--- src/rtl/cmplx_mult_pkg.sv ---
// Shared types and codebook constants for the complex precoder multiplier.
// Codebook entries are stored in units of 0.5 and scaled to the sample format by precoder_codebook.
package cmplx_mult_pkg;

  typedef enum logic [1:0] {IDLE, LOAD, OUTPUT, DONE} state_t;

  localparam int NUM_SUPPORTED_CB = 3;
  localparam int CB_COLS          = 4;
  localparam int CB_LAYERS        = 2;

  // Indexed [q][j][l]
  localparam int CB_RE [0:2][0:3][0:1] = '{
    '{'{1, 1}, '{-1, 1}, '{1, 1}, '{-1, 1}},
    '{'{1, 0}, '{0, 1},  '{1, 0}, '{0, 1}},
    '{'{1, 1}, '{1, 0},  '{1, -1}, '{1, 0}}
  };

  localparam int CB_IM [0:2][0:3][0:1] = '{
    '{'{0, 0}, '{0, 0}, '{0, 0}, '{0, 0}},
    '{'{0, 0}, '{0, 0}, '{0, 0}, '{0, 0}},
    '{'{0, 0}, '{0, 1}, '{0, 0}, '{0, -1}}
  };

  function automatic int cb_coef(input int q, input int j, input int l, input bit imag);
    logic [1:0] qi;
    logic [1:0] ji;
    logic       li;
    qi = q[1:0];
    ji = j[1:0];
    li = l[0];
    if (q < 0 || q >= NUM_SUPPORTED_CB || j < 0 || j >= CB_COLS || l < 0 || l >= CB_LAYERS)
      return 0;
    return imag ? CB_IM[qi][ji][li] : CB_RE[qi][ji][li];
  endfunction

endpackage

--- src/rtl/precoder_codebook.sv ---
// Combinational codebook lookup: (q_index, j, l) -> S[j][l] in the sample fixed-point format.
module precoder_codebook
  import cmplx_mult_pkg::*;
#(
  parameter int N      = 16,
  parameter int Q      = 8,
  parameter int NUM_CB = 16,
  parameter int COLS   = 4,
  parameter int LAYERS = 2
) (
  input  logic [$clog2(NUM_CB)-1:0]                   q_index,
  input  logic [((COLS > 1) ? $clog2(COLS) : 1)-1:0]     j,
  input  logic [((LAYERS > 1) ? $clog2(LAYERS) : 1)-1:0] l,
  output logic signed [N-1:0]                         S_r,
  output logic signed [N-1:0]                         S_i
);

  localparam int HALF = 1 << (Q - 1);

  always_comb begin
    S_r = N'(cb_coef(int'(q_index), int'(j), int'(l), 1'b0) * HALF);
    S_i = N'(cb_coef(int'(q_index), int'(j), int'(l), 1'b1) * HALF);
  end

endmodule

--- src/rtl/cmplx_precoder_mult.sv ---
// Streams H row-major, multiplies each row by codebook matrix S into LAYERS complex
// accumulators, buffers the rounded/saturated ROWSxLAYERS result and streams it out.
module cmplx_precoder_mult
  import cmplx_mult_pkg::*;
#(
  parameter int Q         = 8,
  parameter int N         = 16,
  parameter int ACC_WIDTH = 32,
  parameter int ROWS      = 4,
  parameter int COLS      = 4,
  parameter int LAYERS    = 2,
  parameter int NUM_CB    = 16
) (
  input  logic                      clk,
  input  logic                      rst,
  input  logic                      start,
  input  logic [$clog2(NUM_CB)-1:0] q_index,
  input  logic                      H_in_valid,
  output logic                      H_in_ready,
  input  logic signed [N-1:0]       H_in_r,
  input  logic signed [N-1:0]       H_in_i,
  output logic                      Hq_out_valid,
  input  logic                      Hq_out_ready,
  output logic signed [N-1:0]       Hq_out_r,
  output logic signed [N-1:0]       Hq_out_i,
  output logic                      done,
  output logic                      busy,
  output logic                      q_err,
  output logic                      sat_flag
);

  localparam int QW = $clog2(NUM_CB);
  localparam int JW = (COLS > 1) ? $clog2(COLS) : 1;
  localparam int RW = (ROWS > 1) ? $clog2(ROWS) : 1;
  localparam int LW = (LAYERS > 1) ? $clog2(LAYERS) : 1;

  localparam logic signed [ACC_WIDTH-1:0] RND     = ACC_WIDTH'(1 << (Q - 1));
  localparam logic signed [ACC_WIDTH-1:0] SAT_MAX = ACC_WIDTH'((1 << (N - 1)) - 1);
  localparam logic signed [ACC_WIDTH-1:0] SAT_MIN = -SAT_MAX - 1;

  state_t                 state;
  logic [QW-1:0]          q_reg;
  logic [JW-1:0]          col_cnt;
  logic [RW-1:0]          row_cnt;
  logic [RW-1:0]          out_row, nxt_row;
  logic [LW-1:0]          out_lay, nxt_lay;
  logic                   prime;
  logic                   accept, row_end, out_fire, last_out;
  logic [LAYERS-1:0]      sat_hit;
  logic signed [N-1:0]    rd_r [LAYERS];
  logic signed [N-1:0]    rd_i [LAYERS];

  assign H_in_ready = (state == LOAD);
  assign busy       = (state != IDLE);
  assign accept     = H_in_ready && H_in_valid;
  assign row_end    = accept && (col_cnt == JW'(COLS - 1));
  assign out_fire   = Hq_out_valid && Hq_out_ready;
  assign last_out   = (out_row == RW'(ROWS - 1)) && (out_lay == LW'(LAYERS - 1));

  // Read address of the element that will sit on the output after this edge.
  always_comb begin
    nxt_row = out_row;
    nxt_lay = out_lay;
    if (out_fire) begin
      if (out_lay == LW'(LAYERS - 1)) begin
        nxt_lay = '0;
        nxt_row = out_row + RW'(1);
      end else begin
        nxt_lay = out_lay + LW'(1);
      end
    end
  end

  for (genvar l = 0; l < LAYERS; l++) begin : g_layer
    logic signed [N-1:0]         s_r, s_i;
    logic signed [ACC_WIDTH-1:0] acc_r, acc_i, sum_r, sum_i, rnd_r, rnd_i;
    logic signed [N-1:0]         sat_r, sat_i;
    logic                        hi_r, lo_r, hi_i, lo_i;
    logic signed [N-1:0]         buf_r [ROWS];
    logic signed [N-1:0]         buf_i [ROWS];

    precoder_codebook #(
      .N(N), .Q(Q), .NUM_CB(NUM_CB), .COLS(COLS), .LAYERS(LAYERS)
    ) u_codebook (
      .q_index(q_reg),
      .j      (col_cnt),
      .l      (LW'(l)),
      .S_r    (s_r),
      .S_i    (s_i)
    );

    assign sum_r = acc_r + ACC_WIDTH'(H_in_r) * ACC_WIDTH'(s_r) - ACC_WIDTH'(H_in_i) * ACC_WIDTH'(s_i);
    assign sum_i = acc_i + ACC_WIDTH'(H_in_r) * ACC_WIDTH'(s_i) + ACC_WIDTH'(H_in_i) * ACC_WIDTH'(s_r);
    assign rnd_r = (sum_r + RND) >>> Q;
    assign rnd_i = (sum_i + RND) >>> Q;
    assign hi_r  = rnd_r > SAT_MAX;
    assign lo_r  = rnd_r < SAT_MIN;
    assign hi_i  = rnd_i > SAT_MAX;
    assign lo_i  = rnd_i < SAT_MIN;
    assign sat_r = hi_r ? SAT_MAX[N-1:0] : (lo_r ? SAT_MIN[N-1:0] : rnd_r[N-1:0]);
    assign sat_i = hi_i ? SAT_MAX[N-1:0] : (lo_i ? SAT_MIN[N-1:0] : rnd_i[N-1:0]);
    assign sat_hit[l] = hi_r | lo_r | hi_i | lo_i;
    assign rd_r[l] = buf_r[nxt_row];
    assign rd_i[l] = buf_i[nxt_row];

    // The last column of a row folds its own product into the rounded result.
    always_ff @(posedge clk or posedge rst) begin
      if (rst) begin
        acc_r <= '0;
        acc_i <= '0;
        buf_r <= '{default: '0};
        buf_i <= '{default: '0};
      end else if (state == IDLE && start) begin
        acc_r <= '0;
        acc_i <= '0;
      end else if (row_end) begin
        acc_r          <= '0;
        acc_i          <= '0;
        buf_r[row_cnt] <= sat_r;
        buf_i[row_cnt] <= sat_i;
      end else if (accept) begin
        acc_r <= sum_r;
        acc_i <= sum_i;
      end
    end
  end

  // Control FSM; OUTPUT spends one priming cycle so valid rises two cycles after the last load.
  always_ff @(posedge clk or posedge rst) begin
    if (rst) begin
      state        <= IDLE;
      q_reg        <= '0;
      col_cnt      <= '0;
      row_cnt      <= '0;
      out_row      <= '0;
      out_lay      <= '0;
      prime        <= 1'b0;
      Hq_out_valid <= 1'b0;
      Hq_out_r     <= '0;
      Hq_out_i     <= '0;
      done         <= 1'b0;
      q_err        <= 1'b0;
      sat_flag     <= 1'b0;
    end else begin
      case (state)
        IDLE: begin
          if (start) begin
            state    <= LOAD;
            q_reg    <= q_index;
            q_err    <= (int'(q_index) >= NUM_SUPPORTED_CB);
            sat_flag <= 1'b0;
            col_cnt  <= '0;
            row_cnt  <= '0;
            out_row  <= '0;
            out_lay  <= '0;
            prime    <= 1'b0;
          end
        end
        LOAD: begin
          if (accept) begin
            if (col_cnt == JW'(COLS - 1)) begin
              col_cnt <= '0;
              if (|sat_hit) sat_flag <= 1'b1;
              if (row_cnt == RW'(ROWS - 1)) state <= OUTPUT;
              else row_cnt <= row_cnt + RW'(1);
            end else begin
              col_cnt <= col_cnt + JW'(1);
            end
          end
        end
        OUTPUT: begin
          if (!Hq_out_valid) begin
            if (prime) begin
              prime        <= 1'b0;
              Hq_out_valid <= 1'b1;
              Hq_out_r     <= rd_r[nxt_lay];
              Hq_out_i     <= rd_i[nxt_lay];
            end else begin
              prime <= 1'b1;
            end
          end else if (out_fire) begin
            if (last_out) begin
              Hq_out_valid <= 1'b0;
              done         <= 1'b1;
              state        <= DONE;
            end else begin
              out_row  <= nxt_row;
              out_lay  <= nxt_lay;
              Hq_out_r <= rd_r[nxt_lay];
              Hq_out_i <= rd_i[nxt_lay];
            end
          end
        end
        DONE: begin
          done  <= 1'b0;
          state <= IDLE;
        end
        default: state <= IDLE;
      endcase
    end
  end

endmodule
--- config.mk ---
export PLATFORM = sky130hd
export DESIGN_NAME = cmplx_precoder_mult
export DESIGN_NICKNAME = d
export VERILOG_FILES = /design/src/rtl/cmplx_mult_pkg.sv /design/src/rtl/precoder_codebook.sv /design/src/rtl/cmplx_precoder_mult.sv
export SDC_FILE = /design/constraint.sdc
export NUM_CORES = 2
export LEC_CHECK = 0
export CAP_MARGIN = 20
export CORE_UTILIZATION = 35
export CTS_BUF_LIST = sky130_fd_sc_hd__clkbuf_4 sky130_fd_sc_hd__clkbuf_8
export DETAILED_ROUTE_END_ITERATION = 12
export PLACE_DENSITY = 0.53
export SYNTH_ARGS = -nofsm -noshare
export SYNTH_HDL_FRONTEND = slang
export SYNTH_SLANG_ARGS = --single-unit
--- constraint.sdc ---
create_clock -name clk -period 12.7 [get_ports clk]
set_input_delay 1.905 -clock clk [delete_from_list [all_inputs] [get_ports clk]]
set_output_delay 1.905 -clock clk [all_outputs]
set_load 0.1 [all_outputs]
* Word level (Yosys, flattened, before mapping)
Index checks and enable logic that the tools add are counted.
Storage, ports and cells: memory bits (writable) 0, input bits 41, output and inout bits 38, register bits 434, bits in latches 0, memories 0, ROM bits 0
Cells by class: order comparisons 16, multiplexer cells 113, reduce and logical (&&, ||, !) cells 24, bitwise gates (word level) 12, shift-type cells 0, multiply operators 8, add/subtract/negate cells 16, divide/modulo/power cells 0, eq/ne operators 19
Operators by type and width (number):
- $bmux 256 s2 | 2
- $mux 256 | 4
- $mux 16 | 31
- $mux 32 | 12
- $bmux 64 s2 | 2
- $bwmux 64 | 4
- $mul 16x9->25 | 8
- $add 32x32->32 | 6
- $mux 41 | 4
- $add 32x9->32 const B | 4
- $bmux 16 s2 | 4
- $gt 24x16->1 const B | 4
- $lt 24x16->1 const B | 4
- $sub 32x32->32 | 2
- $mux 2 | 18
- $mux 9 | 4
- $demux 16 s2 | 1
- $mux 1 | 19
- $ne 2x2->1 const B | 8
- $reduce_and 5->1 | 3
- $ge 3x3->1 const B | 4
- $not 2->3 | 4
- $pmux 2 s2 | 3
- $eq 2x2->1 const B | 5
- 21 further kinds | 48

* Longest topological paths before layout
depth after elaboration 21, depth in mapped cells 48

* Modules after synthesis
Synthesis repeated with hierarchy kept, for this count alone.
Second synthesis, totals: cells, all modules 11443, area, all modules 107769.6 um^2
Modules (own cells, without submodules):
- cmplx_precoder_mult | times used 1, area each 107179.0 um^2, cells an instance 11365
- precoder_codebook | times used 2, area each 295.3 um^2, cells an instance 39

* Least setup slack after synthesis
OpenSTA, ideal clock, no wires.
path type input port to flip-flop, start input H_in_i[4], end register g_layer[1].buf_i[25] (netlist bit), buffers on the path 3, setup slack 1.634 ns, cell stages on the path 36, required time 12.575 ns, arrival time 10.941 ns, cell sequence clkbuf_1 -> clkbuf_1 -> and2_1 -> fa_1 -> fa_1 -> fa_1 -> fa_1 -> inv_1 -> fa_1 -> inv_1 -> ha_1 -> a21oi_1 -> o21bai_1 -> a21oi_1 -> o21bai_1 -> a21oi_1 -> o21bai_1 -> a21oi_1 -> nor2b_1 -> o41ai_1 -> xnor2_1 -> fa_1 -> inv_1 -> ha_1 -> o21ai_0 -> a21oi_1 -> a221oi_4 -> xnor2_1 -> or3b_1 -> or3_1 -> nor3_2 -> xnor3_1 -> a41oi_2 -> buf_6 -> o21ai_1 -> mux2_2
On the way: word-level cells in the longest chain between the ends 7, elaborated cells between the ends (all ways) 8, classes of those cells add/sub: 2; mul: 1; order compare: 2; mux: 3
Ends and longest elaborated chain:
- from (decl) | line cmplx_precoder_mult.sv:21 | input logic signed [N-1:0] H_in_i,
- $mul 16x9->25 (*) | line cmplx_precoder_mult.sv:93 | assign sum_i = acc_i + ACC_WIDTH'(H_in_r) * ACC_WIDTH'(s_i) + ACC_WIDTH'(H_in_i) * ACC_WIDTH'(s_r);
- $add 32x32->32 (*) | line cmplx_precoder_mult.sv:93
- $add 32x9->32 (*) | line cmplx_precoder_mult.sv:95 | assign rnd_i = (sum_i + RND) >>> Q;
- $lt 24x16->1 | line cmplx_precoder_mult.sv:99 | assign lo_i = rnd_i < SAT_MIN;
- $mux 16 | line cmplx_precoder_mult.sv:101 | assign sat_i = hi_i ? SAT_MAX[N-1:0] : (lo_i ? SAT_MIN[N-1:0] : rnd_i[N-1:0]);
- $mux 16 (*) | line cmplx_precoder_mult.sv:101
- $bwmux 64 (*) | line cmplx_precoder_mult.sv:120 | buf_i[row_cnt] <= sat_i;
- to (signal, indexed assignment) | line cmplx_precoder_mult.sv:120
- to (decl) | line cmplx_precoder_mult.sv:80 | logic signed [N-1:0] buf_i [ROWS];
Mark *: on every way between the ends. The rest lies on a longest branch, timed or not. A chain may end at the register's enable or synchronous reset.

* Worst setup path in the final report
start input H_in_r[3], end register sat_flag
On the way: word-level cells in the longest chain between the ends 11, elaborated cells between the ends (all ways) 33, classes of those cells add/sub: 12; mul: 4; order compare: 8; eq/ne: 1; bitwise: 6; reduce/logical: 2
Ends and longest elaborated chain:
- from (decl) | line cmplx_precoder_mult.sv:20 | input logic signed [N-1:0] H_in_r,
- $mul 16x9->25 | line cmplx_precoder_mult.sv:92 | assign sum_r = acc_r + ACC_WIDTH'(H_in_r) * ACC_WIDTH'(s_r) - ACC_WIDTH'(H_in_i) * ACC_WIDTH'(s_i);
- $add 32x32->32 | line cmplx_precoder_mult.sv:92
- $sub 32x32->32 | line cmplx_precoder_mult.sv:92
- $add 32x9->32 | line cmplx_precoder_mult.sv:94 | assign rnd_r = (sum_r + RND) >>> Q;
- $gt 24x16->1 / $lt 24x16->1 (equally long branches) | line cmplx_precoder_mult.sv:96, cmplx_precoder_mult.sv:97
- $or 1x1->1 (3 in a row) | line cmplx_precoder_mult.sv:102 | assign sat_hit[l] = hi_r | lo_r | hi_i | lo_i;
- $reduce_or 2->1 (*) | line cmplx_precoder_mult.sv:163 | if (|sat_hit) sat_flag <= 1'b1;
- $ne 2x1->1 (no line) (*)
- $reduce_and 5->1 (no line) (*)
- to (signal assigned) | line cmplx_precoder_mult.sv:143 | sat_flag <= 1'b0;
- to (signal assigned) | line cmplx_precoder_mult.sv:151 | sat_flag <= 1'b0;
- to (signal assigned) | line cmplx_precoder_mult.sv:163
- to (decl) | line cmplx_precoder_mult.sv:29 | output logic sat_flag
Marks and branches as above.

==> run_results.csv <==
group,metric,value,unit
route,route.met2.wl,70200,um
worst_setup_path,start_kind,"input pin",
floorplan,fp.dieH,392,um
floorplan,ioPinCount,79,
floorplan,die-area,153000,um^2
clock_tree,cts_buffers,80,
floorplan,rows,142,
synthesis,synth_nets,6584,
route,wl_met3,4460,um
place,gp_congestion,0.871,
cells_and_area,nNetsFinal,6679,
grt,antenna_found_initial,7,
run_status,status,"finished, final reports clean",
place,dpl_worst_slack,249,ps
route,vias,38600,
clock_tree,post_cts_buffers,0,
cells_and_area,seq_area,10400,um^2
clock_tree,ctsHoldBuffers,0,
synthesis,synthTopCellsByArea,"fa_1 25%, dfrtp_1 20%, ha_1 12%",
route,wire_per_inst,19.0,um
cells_and_area,fillers,15100,
clock_tree,clk_latency,760,ps
worst_setup_path,r2r_end,"sat_flag",
sta,setup_viol,0,
worst_setup_path,r2r_cells,42,
synthesis,synth_common_cells,"739 x inv_1, 674 x fa_1, 502 x ha_1, 416 x dfrtp_1, 379 x nand2_1",
synthesis,netlist_instances,5367,
clock_tree,ctsResizeCount,0,
cells_and_area,fin_area,58600,um^2
worst_hold_path,min_to,"g_layer[0].buf_r[33]",
route,firstDrtPassIters,5,
place,placed_area,56800,um^2
clock_tree,htree_levels,3,
synthesis,synth.avg_cell_area,9.90,um^2
sta,fin_skew,38.4,ps
clock_tree,cts.path.max_buffers,3,
sta,period_share,92.4,%
route,top_layer_used,"met5",
route,viasPerCell,5.12,
worst_setup_path,r2r_slack,1410,ps
floorplan,initial_core_util,35.4,%
clock_tree,cts-root-buf,"clkbuf_8",
sta,clock.fmax,85.2,MHz
flow_run,maxCapViolCount,0,
synthesis,yosysSeqAreaShare,19.6,%
clock_tree,clock_sinks,416,
synthesis,ys.flop_type,"dfrtp_1",
clock_tree,clkSlewWorstSetupHoldPaths,60,ps
worst_setup_path,crit_slowest_cell,"clkdlybuf4s50_1",
synthesis,ys_ff_latch,416,
cells_and_area,top_regs,"g_layer.buf_i: 128 flops, g_layer.buf_r: 128 flops, g_layer.acc_r: 60 flops",
grt,grt_use_total,19.0,%
synthesis,synth_largest_area_cell,"fa_1",
sta,worst_slack,970,ps
worst_setup_path,crit_path_max_fanout,8,
worst_setup_path,cp.arrival,12300,ps
worst_setup_path,endpoint_kind,"flop",
grt,first_global_vias,40300,
worst_hold_path,worstHoldStart,"g_layer[0].buf_r[33]",
place,numPortBuffers,78,
synthesis,yosysWarnings,0,
sta,final.min_clock_period,11730,ps
sta,report.final.slew_viol_count,0,
synthesis,yosysTopAreaCellShare,25.4,%
worst_setup_path,required,13270,ps
place,dpl.hpwl,114000,um
route,ant_nets,0,
floorplan,core,150000,um^2
sta,rsz0062_at_grt,"false",
route,remaining_drc_errors,0,
worst_setup_path,worstReg2RegStart,"q_reg[3]",
sta,slew_headroom,28.1,%
synthesis,yosysMostFrequentCell,"inv_1",
worst_hold_path,holdPathStages,2,
worst_setup_path,cpPeakStageDelay,720,ps
floorplan,fp.dieW,392,um
cells_and_area,multi_input_area,39300,um^2
synthesis,synthesis.area,53100,um^2
synthesis,synth_cell_type_count,104,
worst_hold_path,hp-class,"flop to flop",
route,wl,143000,um
worst_setup_path,critPathKind,"input pin to flop",
synthesis,synth_enable_flop_cells,0,
grt,grt_pass1_wl,228000,um
cells_and_area,drive_gt1_share,10.9,%
grt,grt_max_degree,172,
route,drt-met1-wl,64600,um
cells_and_area,area_delta_synth_final,10.3,%
grt,globalRouteOverflowTotal,0,
sta,worst_pin_slew,1070,ps
synthesis,synthArstFlopShare,100,%
route,drt_iter0_markers,1870,
clock_tree,cts_tree,"built",
sta,finalSetupTns,0,ps
sta,hold_violations,0,
==> per-layer routing <==
| metal | vias to the layer above | track usage, % |
|---|---|---|
| met3 | 180 | 2.15 |
| met4 | 4 | 5.36 |
| met2 | 554 | 32.3 |
| met1 | 19500 | 25.5 |
| li1 | 18300 | - |
| met5 | - | 0 |
==> worst max-delay path, delay by kind of cell <==
| family | cells | cell delay [ps] |
|---|---|---|
| adders and majority gates | 8 | 3480 |
| AOI/OAI and AO/OA | 14 | 3230 |
| and+or+nand+nor | 7 | 1970 |
| buffers and inverters | 7 | 1380 |
| muxes | 1 | 220 |
| xor gates and xnor gates | 1 | 90 |
==> metrics by stage <==
step	instances	hold WS (ps)	utilization, %
4_1_cts	7537	478	39.0
3_5_place_dp	7395	465	37.8
2_1_floorplan	5367	445	-
6_report	7541	475	39.0
3_3_place_gp	7395	458	37.8
5_1_grt	7540	501	39.0
==> cells by family after synthesis <==
logic type / after synthesis / synth area share, %
and+or+nand+nor: 1228 / 11.4
adders and majority gates: 1178 / 37.2
AOI/OAI and AO/OA: 1007 / 12.4
buffers and inverters: 942 / 6.73
DFF: 416 / 19.6
xor gates and xnor gates: 301 / 5.05
muxes: 295 / 7.51
==> layout by cell type (no fill, tap or decap), types with 23 or more instances in the layout <==
master           count
mux2_2             189
nand2_1            375
nand3_1             74
nor4_1              26
a22o_1              53
nor2_1             252
o21ai_1             42
nor2b_1             32
fa_1               674
mux4_2              64
dfrtp_1            416
and2_1             138
and3_1              58
a21oi_1            229
clkbuf_4            23
a211oi_1            40
buf_4              134
inv_1              737
nand4_1             38
xnor2_1            196
o21ai_0            244
ha_1               502
or3_1               28
o21bai_1            38
xor2_1              99
clkbuf_8           101
a21o_1              90
clkdlybuf4s50_1     78
nand2b_1            40
o211ai_1            31
mux2i_1             41
nor3_1              72
o21a_1              35
==> cell type report <==
class                   instances  area share, %
flip-flops and latches        416           17.8
clock buffers                 124           2.67
well taps                    2016           4.30
clock inverters                18          0.356
repair buffers                216           3.20
inverters                     739           4.74
diodes                          3         0.0128
multi-input cells            4009           67.0
==> worst max-delay path by stage <==
stage / from / slack (ps) / to / cells past startpoint
finish: H_in_r[3] / 970 / sat_flag / 38
global placement: H_in_i[5] / 460 / sat_flag / 38
detailed placement: H_in_r[3] / 250 / sat_flag / 38
global route: H_in_i[5] / 280 / sat_flag / 37
floorplan: H_in_i[4] / 1630 / g_layer[1].buf_i[25] / 36
CTS: H_in_r[3] / 1010 / sat_flag / 38
Power is not shown: default switching activity piles up to over one toggle a cycle in this logic, so the estimate is an artifact.
